--- src/rtl/mem_bus_arbiter.sv ---
// ---------------------------------------------------------------------------
// mem_bus_arbiter
//
// Shares one single-ported memory bus between the instruction fetch (IF)
// stage and the data load/store (ME) stage. Each cycle it picks one
// requester, registers that stage's command onto the bus and holds it until
// the memory acknowledges. It then returns a one-cycle ack with the read data
// to the stage that owned the bus. The stall outputs freeze each stage while
// its access is still outstanding.
//
// Parameters
//   ADDR_W      address width
//   DATA_W      data width; byte enables are DATA_W/8 wide
//   STARVE_MAX  number of consecutive ties IF may lose before it is forced
//               to win (1..15)
//   TIMEOUT     grant cycles without iMemAck before the access is aborted
//               (used only when ARB_TIMEOUT_EN is defined; >= 1)
//
// Optional feature macro
//   ARB_TIMEOUT_EN  when defined, a stuck access is aborted after TIMEOUT
//                   grant cycles and the owner gets an ack with err=1.
//                   When undefined, a grant is held until iMemAck and the
//                   err outputs are tied to 0.
//
// Ports
//   iClk, iRst                 clock, synchronous active-high reset
//   iIfReq/iIfAddr             IF read request and fetch address
//   oIfAck/oIfRData/oIfErr     IF completion pulse, fetched word, abort flag
//   oIfStall                   IF request still outstanding
//   iMeReq/iMeWe/iMeBe/
//   iMeAddr/iMeWData           ME request, store flag, byte enables,
//                              address and store data
//   oMeAck/oMeRData/oMeErr     ME completion pulse, load data, abort flag
//   oMeStall                   ME request still outstanding
//   oMemReq/oMemWe/oMemBe/
//   oMemAddr/oMemWData         registered bus command
//   iMemAck/iMemRData          bus completion and read data
// ---------------------------------------------------------------------------
module mem_bus_arbiter #(
   parameter int ADDR_W     = 32,
   parameter int DATA_W     = 32,
   parameter int STARVE_MAX = 4,
   parameter int TIMEOUT    = 255
) (
   input  logic                iClk,
   input  logic                iRst,
   input  logic                iIfReq,
   input  logic [ADDR_W-1:0]   iIfAddr,
   output logic                oIfAck,
   output logic [DATA_W-1:0]   oIfRData,
   output logic                oIfErr,
   output logic                oIfStall,
   input  logic                iMeReq,
   input  logic                iMeWe,
   input  logic [DATA_W/8-1:0] iMeBe,
   input  logic [ADDR_W-1:0]   iMeAddr,
   input  logic [DATA_W-1:0]   iMeWData,
   output logic                oMeAck,
   output logic [DATA_W-1:0]   oMeRData,
   output logic                oMeErr,
   output logic                oMeStall,
   output logic                oMemReq,
   output logic                oMemWe,
   output logic [DATA_W/8-1:0] oMemBe,
   output logic [ADDR_W-1:0]   oMemAddr,
   output logic [DATA_W-1:0]   oMemWData,
   input  logic                iMemAck,
   input  logic [DATA_W-1:0]   iMemRData
);

   localparam int BE_W = DATA_W / 8;

   typedef enum logic [1:0] {
      IDLE = 2'd0,
      G_IF = 2'd1,
      G_ME = 2'd2
   } state_t;

   state_t              state_q, state_d;
   logic [3:0]          starve_q, starve_d;
   logic                mem_req_q, mem_req_d;
   logic                mem_we_q, mem_we_d;
   logic [BE_W-1:0]     mem_be_q, mem_be_d;
   logic [ADDR_W-1:0]   mem_addr_q, mem_addr_d;
   logic [DATA_W-1:0]   mem_wdata_q, mem_wdata_d;
   logic                if_ack_q, if_ack_d;
   logic [DATA_W-1:0]   if_rdata_q, if_rdata_d;
   logic                me_ack_q, me_ack_d;
   logic [DATA_W-1:0]   me_rdata_q, me_rdata_d;

`ifdef ARB_TIMEOUT_EN
   // The timer only has to reach TIMEOUT-1: expiry is detected during the
   // last waiting grant cycle, not one cycle later.
   localparam int TIMER_W = (TIMEOUT < 2) ? 1 : $clog2(TIMEOUT);
   logic [TIMER_W-1:0]  timer_q, timer_d;
   logic                if_err_q, if_err_d;
   logic                me_err_q, me_err_d;
`else
   // Without the abort path the timeout length has no meaning.
   logic                timeout_unused;
   assign timeout_unused = (TIMEOUT > 0);
`endif

   logic if_elig;
   logic me_elig;
   logic if_forced;

   // A stage that is being acked this cycle still shows its old request, so
   // it is masked out to avoid servicing the same access twice. IF becomes
   // forced once it has lost STARVE_MAX ties in a row.
   always_comb begin
      if_elig   = iIfReq & ~if_ack_q;
      me_elig   = iMeReq & ~me_ack_q;
      if_forced = if_elig & (starve_q == 4'(STARVE_MAX));
   end

   // Next-state logic. In IDLE, ME wins ties because it carries the older
   // instruction, unless IF has starved long enough to be forced. IF only
   // wins unforced when ME shows no request at all, even a masked one, so a
   // stage renewing right after its ack keeps its turn. In a grant state the
   // command is frozen until iMemAck (or expiry) returns the FSM to IDLE and
   // raises the owner's ack for exactly one cycle.
   always_comb begin
      state_d     = state_q;
      starve_d    = starve_q;
      mem_req_d   = mem_req_q;
      mem_we_d    = mem_we_q;
      mem_be_d    = mem_be_q;
      mem_addr_d  = mem_addr_q;
      mem_wdata_d = mem_wdata_q;
      if_ack_d    = 1'b0;
      me_ack_d    = 1'b0;
      if_rdata_d  = if_rdata_q;
      me_rdata_d  = me_rdata_q;
`ifdef ARB_TIMEOUT_EN
      timer_d     = '0;
      if_err_d    = if_err_q;
      me_err_d    = me_err_q;
`endif
      case (state_q)
         IDLE: begin
            if (me_elig && !if_forced) begin
               state_d     = G_ME;
               mem_req_d   = 1'b1;
               mem_we_d    = iMeWe;
               mem_be_d    = iMeBe;
               mem_addr_d  = iMeAddr;
               mem_wdata_d = iMeWData;
               if (if_elig) begin
                  starve_d = starve_q + 4'd1;
               end
            end else if (if_elig && (!iMeReq || if_forced)) begin
               state_d     = G_IF;
               mem_req_d   = 1'b1;
               mem_we_d    = 1'b0;
               mem_be_d    = '1;
               mem_addr_d  = iIfAddr;
               mem_wdata_d = '0;
               starve_d    = '0;
            end
         end
         G_IF, G_ME: begin
            if (iMemAck) begin
               state_d   = IDLE;
               mem_req_d = 1'b0;
               if (state_q == G_IF) begin
                  if_ack_d   = 1'b1;
                  if_rdata_d = iMemRData;
               end else begin
                  me_ack_d   = 1'b1;
                  me_rdata_d = mem_we_q ? '0 : iMemRData;
               end
`ifdef ARB_TIMEOUT_EN
               if_err_d = (state_q == G_IF) ? 1'b0 : if_err_q;
               me_err_d = (state_q == G_ME) ? 1'b0 : me_err_q;
`endif
            end
`ifdef ARB_TIMEOUT_EN
            else if (timer_q == TIMER_W'(TIMEOUT - 1)) begin
               state_d   = IDLE;
               mem_req_d = 1'b0;
               if (state_q == G_IF) begin
                  if_ack_d   = 1'b1;
                  if_rdata_d = '0;
                  if_err_d   = 1'b1;
               end else begin
                  me_ack_d   = 1'b1;
                  me_rdata_d = '0;
                  me_err_d   = 1'b1;
               end
            end else begin
               timer_d = timer_q + TIMER_W'(1);
            end
`endif
         end
         default: begin
            state_d   = IDLE;
            mem_req_d = 1'b0;
         end
      endcase
   end

   // State register. Reset abandons any access in flight: the bus request
   // drops on the next edge and no ack is produced for it.
   always_ff @(posedge iClk) begin
      if (iRst) begin
         state_q     <= IDLE;
         starve_q    <= '0;
         mem_req_q   <= 1'b0;
         mem_we_q    <= 1'b0;
         mem_be_q    <= '0;
         mem_addr_q  <= '0;
         mem_wdata_q <= '0;
         if_ack_q    <= 1'b0;
         if_rdata_q  <= '0;
         me_ack_q    <= 1'b0;
         me_rdata_q  <= '0;
`ifdef ARB_TIMEOUT_EN
         timer_q     <= '0;
         if_err_q    <= 1'b0;
         me_err_q    <= 1'b0;
`endif
      end else begin
         state_q     <= state_d;
         starve_q    <= starve_d;
         mem_req_q   <= mem_req_d;
         mem_we_q    <= mem_we_d;
         mem_be_q    <= mem_be_d;
         mem_addr_q  <= mem_addr_d;
         mem_wdata_q <= mem_wdata_d;
         if_ack_q    <= if_ack_d;
         if_rdata_q  <= if_rdata_d;
         me_ack_q    <= me_ack_d;
         me_rdata_q  <= me_rdata_d;
`ifdef ARB_TIMEOUT_EN
         timer_q     <= timer_d;
         if_err_q    <= if_err_d;
         me_err_q    <= me_err_d;
`endif
      end
   end

   // Outputs are straight from the registers; only the stalls are
   // combinational so a stage is released in the same cycle as its ack.
   assign oIfAck    = if_ack_q;
   assign oIfRData  = if_rdata_q;
   assign oIfStall  = iIfReq & ~if_ack_q;
   assign oMeAck    = me_ack_q;
   assign oMeRData  = me_rdata_q;
   assign oMeStall  = iMeReq & ~me_ack_q;
   assign oMemReq   = mem_req_q;
   assign oMemWe    = mem_we_q;
   assign oMemBe    = mem_be_q;
   assign oMemAddr  = mem_addr_q;
   assign oMemWData = mem_wdata_q;
`ifdef ARB_TIMEOUT_EN
   assign oIfErr    = if_err_q;
   assign oMeErr    = me_err_q;
`else
   assign oIfErr    = 1'b0;
   assign oMeErr    = 1'b0;
`endif

endmodule

--- config.mk ---
export PLATFORM = sky130hd
export DESIGN_NAME = mem_bus_arbiter
export DESIGN_NICKNAME = d
export VERILOG_FILES = /design/src/rtl/mem_bus_arbiter.sv
export SDC_FILE = /design/constraint.sdc
export NUM_CORES = 1
export LEC_CHECK = 0
export BUFFER_PORTS_ARGS = -buffer_cell sky130_fd_sc_hd__buf_4
export CORE_ASPECT_RATIO = 0.5
export CORE_MARGIN = 8
export CORE_UTILIZATION = 45
export DETAILED_ROUTE_END_ITERATION = 7
export PLACE_DENSITY = 0.81
export SETUP_SLACK_MARGIN = 0.05
export SLEW_MARGIN = 5
export SYNTH_ARGS = -nofsm -noshare
export SYNTH_HDL_FRONTEND = slang
export SYNTH_SLANG_ARGS = --single-unit
--- constraint.sdc ---
create_clock -name iClk -period 2.2 [get_ports iClk]
set_input_delay 0.11 -clock iClk [delete_from_list [all_inputs] [get_ports iClk]]
set_output_delay 0.11 -clock iClk [all_outputs]
set_load 0.01 [all_outputs]
==> impl_metrics.toml <==
[outcome]
status = "complete, no violations"

[sta]
period_share = 0.906
setup_slack_ns = 0.206
tns_ns = 0
relSlewSlack = 0.653
min_period_ns = 1.99
worstMarginPinSlew_ns = 0.521
fmax_mhz = 501
hold_violations = 0
setup_violations = 0
skew_ns = 0.0118
rsz0062_at_grt = "false"
report.final.slew_viol_count = 0

[drt]
drc = 0
drt_iter0_drc = 376
routed-via-count = 5889
wire_per_inst_um = 20.3
vias_per_cell = 5.42
drt_wl_total_um = 22100
route.antenna.remaining_nets = 0
first_pass_iters = 5

[synth]
synth_most_common_cell = "dfxtp_1"
syn_area_per_cell_um2 = 9.56
synthTopCellsByCount = "142 x dfxtp_1, 132 x nand2_1, 66 x a22o_1"
syn_inst = 542
yosys_register_bits = 142
ys_top_cells_by_area = "dfxtp_1 55%, a22o_1 11%, nand2_1 9.6%"
post_synth_instance_area_mm2 = 0.00518
ys_seq_area_frac = 0.549
synth_top_area_cell = "dfxtp_1"
synth_ff_type = "dfxtp_1"
synth_edf_count = 0
synthArstFlopShare = 0
synthDistinctLibCells = 40
synth_top_area_share = 0.549
yosysWarnings = 0

[power]
p_seq_frac = 0.371
clockPowerShare = 0.359
p_int_w = 0.00602
leakage_nw = 4.17
powerDensity_mw_per_mm2 = 925
p_sw_w = 0.00252
power_switching_share = 0.295
comb_power_share = 0.270
irDropWorstVdd_v = 0.000622

[floorplan]
start_util = 0.466
die_y_um = 91.9
io_pins = 278
dieArea_mm2 = 0.0154
core-area_mm2 = 0.0111
num_rows = 27
fp.dieW_um = 168

[clocking]
clk_latency_ns = 0.42
root_buffer = "clkbuf_16"
cts_tree = "yes"
clk_pin_slew_worst_paths_ns = 0.06
ctsHtreeMaxLevel = 4
cts.sinks = 142
cts_buffers = 17
cts.path.max_buffers = 2

[job]
max_cap_violations = 0

[hold_path]
holdPathStages = 3
hold_end = "oMemAddr[26]"
min-delay-start = "iMeAddr[26]"
hold_class = "input port to flop"

[grt]
grt_pass1_vias = 6358
grt-ovfl-total = 0
antenna_found_initial = 2
grt_max_degree = 53
grt_pass1_wl_um = 34500
grt_usage = 0.279

[setup_path]
cp.required_ns = 2.51
crit_start = "starve_q[0]"
r2r-start = "starve_q[0]"
end_kind = "flop"
path_max_fanout = 52
cp-start-kind = "flop"
r2r_slack_ns = 0.21
worstReg2RegEnd = "oMemAddr[5]"
cp.arrival_ns = 2.30
criticalPathCategory = "flop to flop"
reg2reg_depth = 7

[finish]
design_area_mm2 = 0.00923
fillers = 574
drive_above_1_share = 0.357
syn_to_final_growth_pct = 78.1
nets = 1070

[place]
portBuffers = 275
place_ws_ns = 0.356
hpwl_um = 12800
postPlaceCellArea_mm2 = 0.00737
place_congestion = 0.754
-- critical path, stage by stage, from the launching register on --
cell	delay, ns
dfxtp_1	0.34
inv_1	0.07
ha_1	0.16
and3b_1	0.32
o221a_2	0.34
buf_12	0.26
nor2_1	0.07
a311oi_1	0.30
-- cell families after synthesis --
| family | synth area share |
|---|---|
| muxes | 0.00217 |
| AOI/OAI and AO/OA | 0.237 |
| buffers and inverters | 0.0529 |
| other | 0.000724 |
| and+or+nand+nor | 0.149 |
| DFF | 0.549 |
| adders and majority gates | 0.00966 |
-- area by class of cell --
cell class                      instances  area (µm²)  area share
Antenna cell                            2        5.00    0.000542
Clock buffer                           21         460      0.0499
Inverter                                9        33.8     0.00366
Sequential cell                       142        2840       0.308
Tap cell                              145         181      0.0197
Clock inverter                         10         163      0.0176
Timing Repair Buffer                  411        3440       0.373
Multi-Input combinational cell        347        2100       0.227
-- worst max-delay path by stage --
stage                              end  slack, ns  depth (start not counted)
after floorplan           oMemAddr[22]       0.43                          9
after global placement    oMemAddr[26]       0.45                          7
after detailed placement  oMemAddr[14]       0.36                          7
final                      oMemAddr[5]       0.21                          7
after global routing      oMemAddr[14]       0.09                          7
after CTS                  oMemAddr[5]       0.32                          7
-- stage by stage --
step                      instances  total power [W]   util  hold WS (ns)
after CTS                      1085          0.00843  0.830    0.00000441
after detailed placement        931          0.00522  0.663         0.329
after global placement          931          0.00516  0.663         0.326
final                          1087          0.00854  0.830        0.0108
after floorplan                 543          0.00422      -         0.236
after global routing           1087          0.00886  0.830       0.00832
-- cell usage in the layout, fill, tap and decap left out, types with 4 or more instances in the layout --
| cell | count |
|---|---|
| bufinv_16 | 4 |
| o22ai_1 | 5 |
| dlygate4sd3_1 | 123 |
| a311oi_2 | 10 |
| buf_4 | 284 |
| a22o_1 | 66 |
| inv_1 | 8 |
| clkbuf_16 | 17 |
| dfxtp_1 | 142 |
| buf_12 | 4 |
| ha_1 | 4 |
| nor2_1 | 38 |
| nand2_1 | 132 |
| a311oi_1 | 22 |
| a21oi_1 | 37 |
-- sequential cells by signal (all words and copies together), names as in the netlist --
register   cells
oMeRData      32
oMemWe         1
state_q        2
oMeAck         1
oMemWData     32
oIfRData      32
oMemBe         4
oMemAddr      32
oMemReq        1
starve_q       4
oIfAck         1
-- timing repair --
| action | in CTS | in global routing |
|---|---|---|
| hold buffers | 123 | 0 |
| buffers inserted | 0 | 0 |
| endpoints found under the hold margin | 131 | 0 |
| resized for setup | 0 | 0 |
-- metal layers --
layer  share of wire  vias to the layer above  track usage
met5               0                        -            0
met4           0.052                        0        0.165
met3           0.076                       83       0.0825
met2            0.51                      309        0.504
met1            0.36                     2821        0.287
li1                -                     2676            -
-- power groups by stage --
stage / combinational (W) / sequential (W) / clock, W
3_3_place_gp: 0.00199 / 0.00317 / 0
4_1_cts: 0.00222 / 0.00314 / 0.00307
5_1_grt: 0.00245 / 0.00320 / 0.00321
3_5_place_dp: 0.00203 / 0.00318 / 0
6_report: 0.00230 / 0.00317 / 0.00307
2_1_floorplan: 0.000892 / 0.00332 / 0
Note: power is estimated with default switching activity, not from simulation.
